**src/rtl/axi_rd_arb.sv**
```systemverilog
// Round-robin arbiter sharing one AXI read channel between LSU (0) and loader (1).
// AR: combinational grant in IDLE, registered request held until accepted; R: one-entry buffer per requester, routed by rid[7].
module axi_rd_arb #(
    parameter int CNT_MAX = 15
) (
    input  logic        clk,
    input  logic        rst_n,
    input  logic [7:0]  rq0_arid,
    input  logic [9:0]  rq0_araddr,
    input  logic [7:0]  rq0_arlen,
    input  logic [2:0]  rq0_arsize,
    input  logic [1:0]  rq0_arburst,
    input  logic [2:0]  rq0_arstr,
    input  logic        rq0_arvld,
    output logic        rq0_arrdy,
    output logic [7:0]  rq0_rid,
    output logic [63:0] rq0_rdata,
    output logic [1:0]  rq0_rresp,
    output logic        rq0_rlast,
    output logic        rq0_rvld,
    input  logic        rq0_rrdy,
    input  logic [7:0]  rq1_arid,
    input  logic [9:0]  rq1_araddr,
    input  logic [7:0]  rq1_arlen,
    input  logic [2:0]  rq1_arsize,
    input  logic [1:0]  rq1_arburst,
    input  logic [2:0]  rq1_arstr,
    input  logic        rq1_arvld,
    output logic        rq1_arrdy,
    output logic [7:0]  rq1_rid,
    output logic [63:0] rq1_rdata,
    output logic [1:0]  rq1_rresp,
    output logic        rq1_rlast,
    output logic        rq1_rvld,
    input  logic        rq1_rrdy,
    output logic [7:0]  arb_axi_arid,
    output logic [9:0]  arb_axi_araddr,
    output logic [7:0]  arb_axi_arlen,
    output logic [2:0]  arb_axi_arsize,
    output logic [1:0]  arb_axi_arburst,
    output logic [2:0]  arb_axi_arstr,
    output logic        arb_axi_arvld,
    input  logic        axi_arb_arrdy,
    input  logic [7:0]  axi_arb_rid,
    input  logic [63:0] axi_arb_rdata,
    input  logic [1:0]  axi_arb_rresp,
    input  logic        axi_arb_rlast,
    input  logic        axi_arb_rvld,
    output logic        arb_axi_rrdy
);
    typedef enum logic {IDLE, HOLD} state_t;

    typedef struct packed {
        logic [7:0] arid;
        logic [9:0] araddr;
        logic [7:0] arlen;
        logic [2:0] arsize;
        logic [1:0] arburst;
        logic [2:0] arstr;
    } ar_t;

    typedef struct packed {
        logic [7:0]  rid;
        logic [63:0] rdata;
        logic [1:0]  rresp;
        logic        rlast;
    } rbeat_t;

    localparam logic [3:0] CNT_LIM = 4'(CNT_MAX);

    state_t            state_q, state_d;
    logic              last_gnt_q, last_gnt_d;
    logic              owner_q, owner_d;
    ar_t               ar_q, ar_d;
    logic [1:0][3:0]   cnt_q, cnt_d;
    rbeat_t [1:0]      buf_q, buf_d;
    logic [1:0]        buf_vld_q, buf_vld_d;

    ar_t [1:0]         rq_ar;
    logic [1:0]        rq_arvld, rq_rrdy, elig;
    logic              gnt, gnt_vld, ar_acc, rsp_tgt, rsp_hs;

    assign rq_ar[0] = {rq0_arid, rq0_araddr, rq0_arlen, rq0_arsize, rq0_arburst, rq0_arstr};
    assign rq_ar[1] = {rq1_arid, rq1_araddr, rq1_arlen, rq1_arsize, rq1_arburst, rq1_arstr};
    assign rq_arvld = {rq1_arvld, rq0_arvld};
    assign rq_rrdy  = {rq1_rrdy, rq0_rrdy};
    assign elig[0]  = rq_arvld[0] && (cnt_q[0] < CNT_LIM);
    assign elig[1]  = rq_arvld[1] && (cnt_q[1] < CNT_LIM);

    // Tie goes to whoever was not granted last; otherwise the lone eligible requester.
    always_comb begin
        gnt_vld = 1'b0;
        gnt     = 1'b0;
        if (state_q == IDLE) begin
            if (elig[0] && elig[1]) begin
                gnt_vld = 1'b1;
                gnt     = ~last_gnt_q;
            end else if (elig[0] || elig[1]) begin
                gnt_vld = 1'b1;
                gnt     = elig[1];
            end
        end
    end

    assign rq0_arrdy = gnt_vld & ~gnt;
    assign rq1_arrdy = gnt_vld & gnt;
    assign ar_acc    = (state_q == HOLD) && axi_arb_arrdy;

    always_comb begin
        state_d    = state_q;
        last_gnt_d = last_gnt_q;
        owner_d    = owner_q;
        ar_d       = ar_q;
        case (state_q)
            IDLE: begin
                if (gnt_vld) begin
                    ar_d       = rq_ar[gnt];
                    ar_d.arid  = {gnt, rq_ar[gnt].arid[6:0]};
                    last_gnt_d = gnt;
                    owner_d    = gnt;
                    state_d    = HOLD;
                end
            end
            HOLD: begin
                if (axi_arb_arrdy) state_d = IDLE;
            end
            default: state_d = IDLE;
        endcase
    end

    assign rsp_tgt      = axi_arb_rid[7];
    assign arb_axi_rrdy = ~buf_vld_q[rsp_tgt] | rq_rrdy[rsp_tgt];
    assign rsp_hs       = axi_arb_rvld & arb_axi_rrdy;

    // A load into a buffer wins over a drain in the same cycle, so the new beat stays valid.
    always_comb begin
        buf_d     = buf_q;
        buf_vld_d = buf_vld_q;
        cnt_d     = cnt_q;
        for (int n = 0; n < 2; n++) begin
            logic load, inc, dec;
            load = rsp_hs && (rsp_tgt == 1'(n));
            inc  = ar_acc && (owner_q == 1'(n));
            dec  = load && axi_arb_rlast;
            if (load) begin
                buf_d[n]     = {1'b0, axi_arb_rid[6:0], axi_arb_rdata, axi_arb_rresp, axi_arb_rlast};
                buf_vld_d[n] = 1'b1;
            end else if (buf_vld_q[n] && rq_rrdy[n]) begin
                buf_vld_d[n] = 1'b0;
            end
            if (inc && !dec && cnt_q[n] != CNT_LIM) begin
                cnt_d[n] = cnt_q[n] + 4'd1;
            end else if (dec && !inc && cnt_q[n] != 4'd0) begin
                cnt_d[n] = cnt_q[n] - 4'd1;
            end
        end
    end

    always_ff @(posedge clk or negedge rst_n) begin
        if (!rst_n) begin
            state_q    <= IDLE;
            last_gnt_q <= 1'b1;
            owner_q    <= 1'b0;
            ar_q       <= '0;
            cnt_q      <= '0;
            buf_q      <= '0;
            buf_vld_q  <= '0;
        end else begin
            state_q    <= state_d;
            last_gnt_q <= last_gnt_d;
            owner_q    <= owner_d;
            ar_q       <= ar_d;
            cnt_q      <= cnt_d;
            buf_q      <= buf_d;
            buf_vld_q  <= buf_vld_d;
        end
    end

    assign arb_axi_arvld   = (state_q == HOLD);
    assign arb_axi_arid    = ar_q.arid;
    assign arb_axi_araddr  = ar_q.araddr;
    assign arb_axi_arlen   = ar_q.arlen;
    assign arb_axi_arsize  = ar_q.arsize;
    assign arb_axi_arburst = ar_q.arburst;
    assign arb_axi_arstr   = ar_q.arstr;

    assign rq0_rvld  = buf_vld_q[0];
    assign rq0_rid   = buf_q[0].rid;
    assign rq0_rdata = buf_q[0].rdata;
    assign rq0_rresp = buf_q[0].rresp;
    assign rq0_rlast = buf_q[0].rlast;
    assign rq1_rvld  = buf_vld_q[1];
    assign rq1_rid   = buf_q[1].rid;
    assign rq1_rdata = buf_q[1].rdata;
    assign rq1_rresp = buf_q[1].rresp;
    assign rq1_rlast = buf_q[1].rlast;

endmodule

```
**config.mk**
```make
export PLATFORM = sky130hd
export DESIGN_NAME = axi_rd_arb
export DESIGN_NICKNAME = d
export VERILOG_FILES = /design/src/rtl/axi_rd_arb.sv
export SDC_FILE = /design/constraint.sdc
export NUM_CORES = 1
export LEC_CHECK = 0
export ABC_AREA = 1
export ABC_CLOCK_PERIOD_IN_PS = 3250
export CAP_MARGIN = 10
export CORE_MARGIN = 3
export CORE_UTILIZATION = 45
export CTS_CLUSTER_DIAMETER = 100
export DETAILED_ROUTE_END_ITERATION = 10
export GPL_ROUTABILITY_DRIVEN = 0
export PLACE_DENSITY = 0.89
export SLEW_MARGIN = 5
export SYNTH_ARGS = -nofsm -noshare
export SYNTH_HDL_FRONTEND = slang
export SYNTH_SLANG_ARGS = --single-unit
```
**constraint.sdc**
```tcl
create_clock -name clk -period 3.25 [get_ports clk]
set_input_delay 0.65 -clock clk [delete_from_list [all_inputs] [get_ports clk]]
set_output_delay 0.65 -clock clk [all_outputs]
set_load 0.01 [all_outputs]
```
==> flow_summary.json, run 1 <==
{
  "synth_cell_types": 28,
  "clock_path_buffers": 2,
  "cts_tree": "built",
  "ys_top_cells_by_area": "dfrtp_1, nand2_1, o21ai_0",
  "synth_seq_cells": 194,
  "crit_buf_inv": 4,
  "worstPathArrival_ns": 2.17,
  "status": "complete, no violations",
  "drtIter0Drc": 347,
  "holdBufCountCts": 0,
  "initial_core_util_pct": 46.69,
  "finish.utilization_pct": 69.97,
  "p_leak_nw": 5.962,
  "dpl_cell_area_mm2": 0.01175,
  "overflow": 0,
  "yosys_warnings": 0,
  "synth-main-ff-cell": "dfrtp_1",
  "final.period_utilization_pct": 86.66,
  "worst_path_largest_cell_delay_ns": 0.53,
  "async_flop_share_pct": 100.0,
  "fin_tns_setup_ns": 0,
  "diodes": 0,
  "maxSlewHeadroom_pct": 55.05,
  "final_cell_area_mm2": 0.01231,
  "grt_max_degree": 141,
  "drv_cap": 0,
  "synth_edf_count": 0,
  "cts.sinks": 194,
  "netlist_instances": 917,
  "startpoint_type": "input pin",
  "htree_levels": 4,
  "die_y_um": 141.1,
  "rows": 48,
  "fmax_mhz": 355.0,
  "p_per_area_mw_per_mm2": 673.8,
  "drcViolationCount": 0,
  "final_antenna_net_count": 0,
  "port_buffers": 336,
  "drt_first_pass_iters": 5,
  "ir_drop_v": 0.0004586,
  "maxSlewViolCount": 0,
  "worstHoldPathType": "input pin to async pin",
  "grt_pass1_wl_um": 37480,
  "grt.total_usage_pct": 23.55,
  "clk_latency_ns": 0.42,
  "io_pins": 341,
  "layout_common_cells": "clkdlybuf4s50_1, nand2_1, dfrtp_1",
  "crit_chain": "clkdlybuf4s50_1, inv_1, nor2_2, nand2_2, nand2_4, nand2_1, inv_1, clkdlybuf4s50_1",
  "path_clk_slew_ns": 0.07,
  "layout-drive-gt1-share_pct": 5.217,
  "cts_resized": 0,
  "cts_setup_buffers": 0,
  "mostFrequentLayoutCell": "clkdlybuf4s50_1",
  "wl_per_cell_um": 15.87,
  "worst_slew_pin_slew_ns": 0.6742,
  "rsz0062_at_grt": "false",
  "post-route-min-period_ns": 2.817,
  "setup-violations-final": 0,
  "yosysSeqAreaShare_pct": 59.11,
  "syn_avg_cell_area_um2": 8.959,
  "cts_root_buf": "clkbuf_16",
  "num-fill-cells": 1293,
  "fp.dieW_um": 141.1,
  "fin_nets": 1391,
  "core_area_mm2": 0.01760,
  "viasPerCell": 4.946,
  "die-area_mm2": 0.01991,
  "syn_to_final_growth_pct": 49.88,
  "wirelength_um": 23340,
  "synthesis.area_mm2": 0.008215,
  "yosysTopAreaCellShare_pct": 58.79,
  "cp_slowest_cell": "clkdlybuf4s50_1",
  "synth_largest_area_cell": "dfrtp_1",
  "vias": 7276,
  "post-dp-hpwl_um": 17090,
  "cts_made_buffers": 17,
  "report.final.hold_viol_count": 0,
  "path_max_fanout": 11,
  "fin_skew_ns": 0.009293,
  "cp-end-kind": "primary output",
  "critPathKind": "input pin to primary output",
  "crit_family": "buffers and inverters",
  "grt_pass1_vias": 7373,
  "antenna_found_initial": 0,
  "required_ns": 2.60
}
-- per-stage QoR --
stage | setup slack, ns | hold slack [ns] | std cells | power (W)
floorplan | 1.176 | 0.3544 | 918 | 0.004705
global placement | 0.4501 | 0.4537 | 1440 | 0.006200
detailed placement | 0.4299 | 0.4579 | 1440 | 0.006307
CTS | 0.4259 | 0.2768 | 1471 | 0.008383
global route | 0.3432 | 0.2902 | 1471 | 0.008803
finish | 0.4334 | 0.2468 | 1471 | 0.008296
-- Yosys cell counts, types with 4 or more instances --
master,n
buf_2,22
buf_6,5
clkbuf_1,19
dfrtp_1,193
ha_1,4
inv_1,125
nand2_1,276
nand2_2,12
nand3_1,41
nand3b_1,33
nor2_1,11
o21ai_0,147
-- power by group --
group	internal [W]	leakage, nW	switching [W]
Clock	0.00114	0.272	0.000892
Combinational	0.00149	3.30	0.00139
Sequential	0.00299	2.39	0.000405
-- path summary, 6_finish.rpt --
kind,from,to,slack [ns],cells past startpoint
worst max-delay path,rq0_arvld,rq0_arrdy,0.43,8
worst min-delay path,rst_n,arb_axi_arid[1],0.25,1
worst max register to register,arb_axi_arvld,cnt_q[7],1.22,11
worst min register to register,rq0_rlast,rq0_rlast,0.47,2
max in group asynchronous,rst_n,arb_axi_arid[0],2.20,2
min in group clk,rq0_rlast,rq0_rlast,0.47,2
-- layout make-up --
| cell class | count | area [um^2] | share of cell area, % |
|---|---|---|---|
| clock inverter | 11 | 131.4 | 1.067 |
| timing repair buffer | 347 | 3500 | 28.42 |
| inverter | 126 | 480.5 | 3.902 |
| sequential | 194 | 4856 | 39.44 |
| clock buffer | 20 | 436.7 | 3.546 |
| multi-input combinational | 548 | 2628 | 21.34 |
| tap | 225 | 281.5 | 2.286 |
-- layer usage --
layer  wire length (um)  track usage (%)
met2              11620            40.38
met5                  0                0
met1               8665            26.95
met4                891            10.15
met3               2163            7.734
-- logic make-up after synthesis --
group                    share of synthesized area (%)
AND/OR/NAND/NOR                                  20.53
flip-flops                                       59.11
buffers and inverters                            9.260
AO/OA/AOI/OAI                                    9.534
adder cells (fa/ha/maj)                          1.097
XOR/XNOR                                        0.4265
other                                          0.04565
-- state kept, by name, summed over array words and instances (netlist names) --
name and flops:
owner_q 1, rq1_rlast 1, rq0_rlast 1, arb_axi_arsize 3, rq1_rdata 64, rq0_rresp 2
rq1_rresp 2, arb_axi_araddr 10, rq1_rid 7, rq0_rdata 64, arb_axi_arvld 1, arb_axi_arstr 3
arb_axi_arlen 8, buf_vld_q 2, rq0_rid 7, last_gnt_q 1, cnt_q 8, arb_axi_arid 7
arb_axi_arburst 2
(Power assumes the default switching activity.)
==> run 2: changes to the inputs <==
PLACE_DENSITY = 0.84   (was 0.89)
==> run 2 against run 1 <==
Effect of this change:
- routed wire length decreased by 0.64%
- power fell by 0.78%
- register-to-register slack got worse by 0.07 ns
- first-iteration DRC count fell by 6.9%
- fmax rose by 0.87%
- via count is 1.6% lower
- critical path type unchanged
- cell area barely moved
- count of clock-buffer cells in the layout fell by 2
- non-clock buffer count stayed put
- hold slack better by 0.0035 ns
- combinational power is essentially flat
- critical endpoint unchanged
==> flow_summary.json, run 2 (synthesized netlist as in run 1, its figures left out) <==
{
  "p_per_area_mw_per_mm2": 668.5,
  "cts_made_buffers": 17,
  "grt_max_degree": 89,
  "path_clk_slew_ns": 0.08,
  "required_ns": 2.60,
  "cp-end-kind": "primary output",
  "initial_core_util_pct": 46.69,
  "final.period_utilization_pct": 85.91,
  "status": "complete, no violations",
  "port_buffers": 336,
  "grt_pass1_wl_um": 36670,
  "syn_to_final_growth_pct": 49.86,
  "cts_setup_buffers": 0,
  "clk_latency_ns": 0.42,
  "final_antenna_net_count": 0,
  "viasPerCell": 4.866,
  "cts_root_buf": "clkbuf_16",
  "report.final.hold_viol_count": 0,
  "setup-violations-final": 0,
  "drt_first_pass_iters": 4,
  "io_pins": 341,
  "rows": 48,
  "antenna_found_initial": 0,
  "startpoint_type": "input pin",
  "swShare_pct": 33.39,
  "path_max_fanout": 7,
  "p_comb_share_pct": 34.9,
  "cp_slowest_cell": "clkdlybuf4s50_1",
  "worstHoldPathType": "input pin to async pin",
  "reg2reg_from": "buf_vld_q[0]",
  "post-dp-hpwl_um": 17390,
  "wl_per_cell_um": 15.76,
  "mostFrequentLayoutCell": "clkdlybuf4s50_1",
  "wirelength_um": 23190,
  "internal_power_w": 0.005482,
  "fin_tns_setup_ns": 0,
  "finish.utilization_pct": 69.97,
  "cts.sinks": 194,
  "drv_cap": 0,
  "layout-drive-gt1-share_pct": 5.453,
  "power.switching_w": 0.002749,
  "clock_path_buffers": 2,
  "preCtsSetupSlack_ns": 0.3863,
  "post-route-min-period_ns": 2.792,
  "worst_path_largest_cell_delay_ns": 0.52,
  "place_inst": 1440,
  "holdBufCountCts": 0,
  "seqPwrFrac_pct": 41.0,
  "drcViolationCount": 0,
  "die_y_um": 141.1,
  "grt.total_usage_pct": 23.10,
  "cts_tree": "built",
  "critPathKind": "input pin to primary output",
  "final_cells": 1472,
  "p_total_w": 0.008231,
  "fin_ws_ns": 0.4578,
  "fin_skew_ns": 0.01173,
  "htree_levels": 4,
  "fin_nets": 1391,
  "drtIter0Drc": 323,
  "startpoint": "rq0_arvld",
  "ir_drop_v": 0.0004861,
  "vias": 7163,
  "power_frac_clock_pct": 24.0,
  "worst_slew_pin_slew_ns": 0.6533,
  "core_area_mm2": 0.01760,
  "cts_resized": 0,
  "layout_common_cells": "clkdlybuf4s50_1, nand2_1, dfrtp_1",
  "overflow": 0,
  "maxSlewHeadroom_pct": 56.45,
  "fmax_mhz": 358.1,
  "crit_chain": "clkdlybuf4s50_1, inv_1, nor2_2, nand2_2, nand2_4, nand2_1, inv_1, clkdlybuf4s50_1",
  "maxSlewViolCount": 0,
  "fp.dieW_um": 141.1,
  "worstPathArrival_ns": 2.14,
  "diodes": 0,
  "die-area_mm2": 0.01991,
  "rsz0062_at_grt": "false",
  "grt_pass1_vias": 7139,
  "p_leak_nw": 5.962
}
## run 2: final cells by class
cell class | count | area, um^2
fill | 1376 | 5285
sequential | 194 | 4856
timing repair buffer | 347 | 3512
multi-input combinational | 548 | 2628
inverter | 126 | 480.5
clock buffer | 18 | 429.2
tap | 225 | 281.5
clock inverter | 14 | 125.1
## run 2: critical path: cells and delay by family
kind	cells	cell delay [ns]
AND/OR/NAND/NOR	4	0.41
buffers and inverters	4	1.07
## run 2: through the flow
step                      hold slack [ns]  area [um^2]
after floorplan                    0.3544         8219
after global placement             0.4538        11760
after detailed placement           0.4641        11760
after CTS                          0.2663        12310
after global routing               0.2786        12310
final                              0.2503        12310
## run 2: final timing paths
check                                     to  slack, ns  cells after the start
hold / removal             arb_axi_araddr[8]       0.25                      1
setup / recovery                   rq0_arrdy       0.46                      8
max in group asynchronous         rq0_rid[6]       2.17                      2
hold reg to reg                    rq1_rlast       0.48                      2
setup reg to reg                    cnt_q[3]       1.15                     11
min in group clk                   rq1_rlast       0.48                      2
## run 2: metal layers
metal / GRT usage, % / part of all wire (%) / wire length [um] / vias to the layer above
li1: - / - / - / 3488
met1: 27.75 / 39 / 8965 / 3349
met2: 39.65 / 50 / 11640 / 289
met3: 6.343 / 8.3 / 1920 / 37
met4: 8.720 / 2.9 / 665 / 0
met5: 0 / 0 / 0 / -
## run 2: power groups by stage
stage	sequential, W	clock (W)	combinational, W
detailed placement	0.00340	0	0.00290
global route	0.00345	0.00213	0.00317
global placement	0.00339	0	0.00283
floorplan	0.00361	0	0.00110
CTS	0.00338	0.00203	0.00291
finish	0.00338	0.00198	0.00288
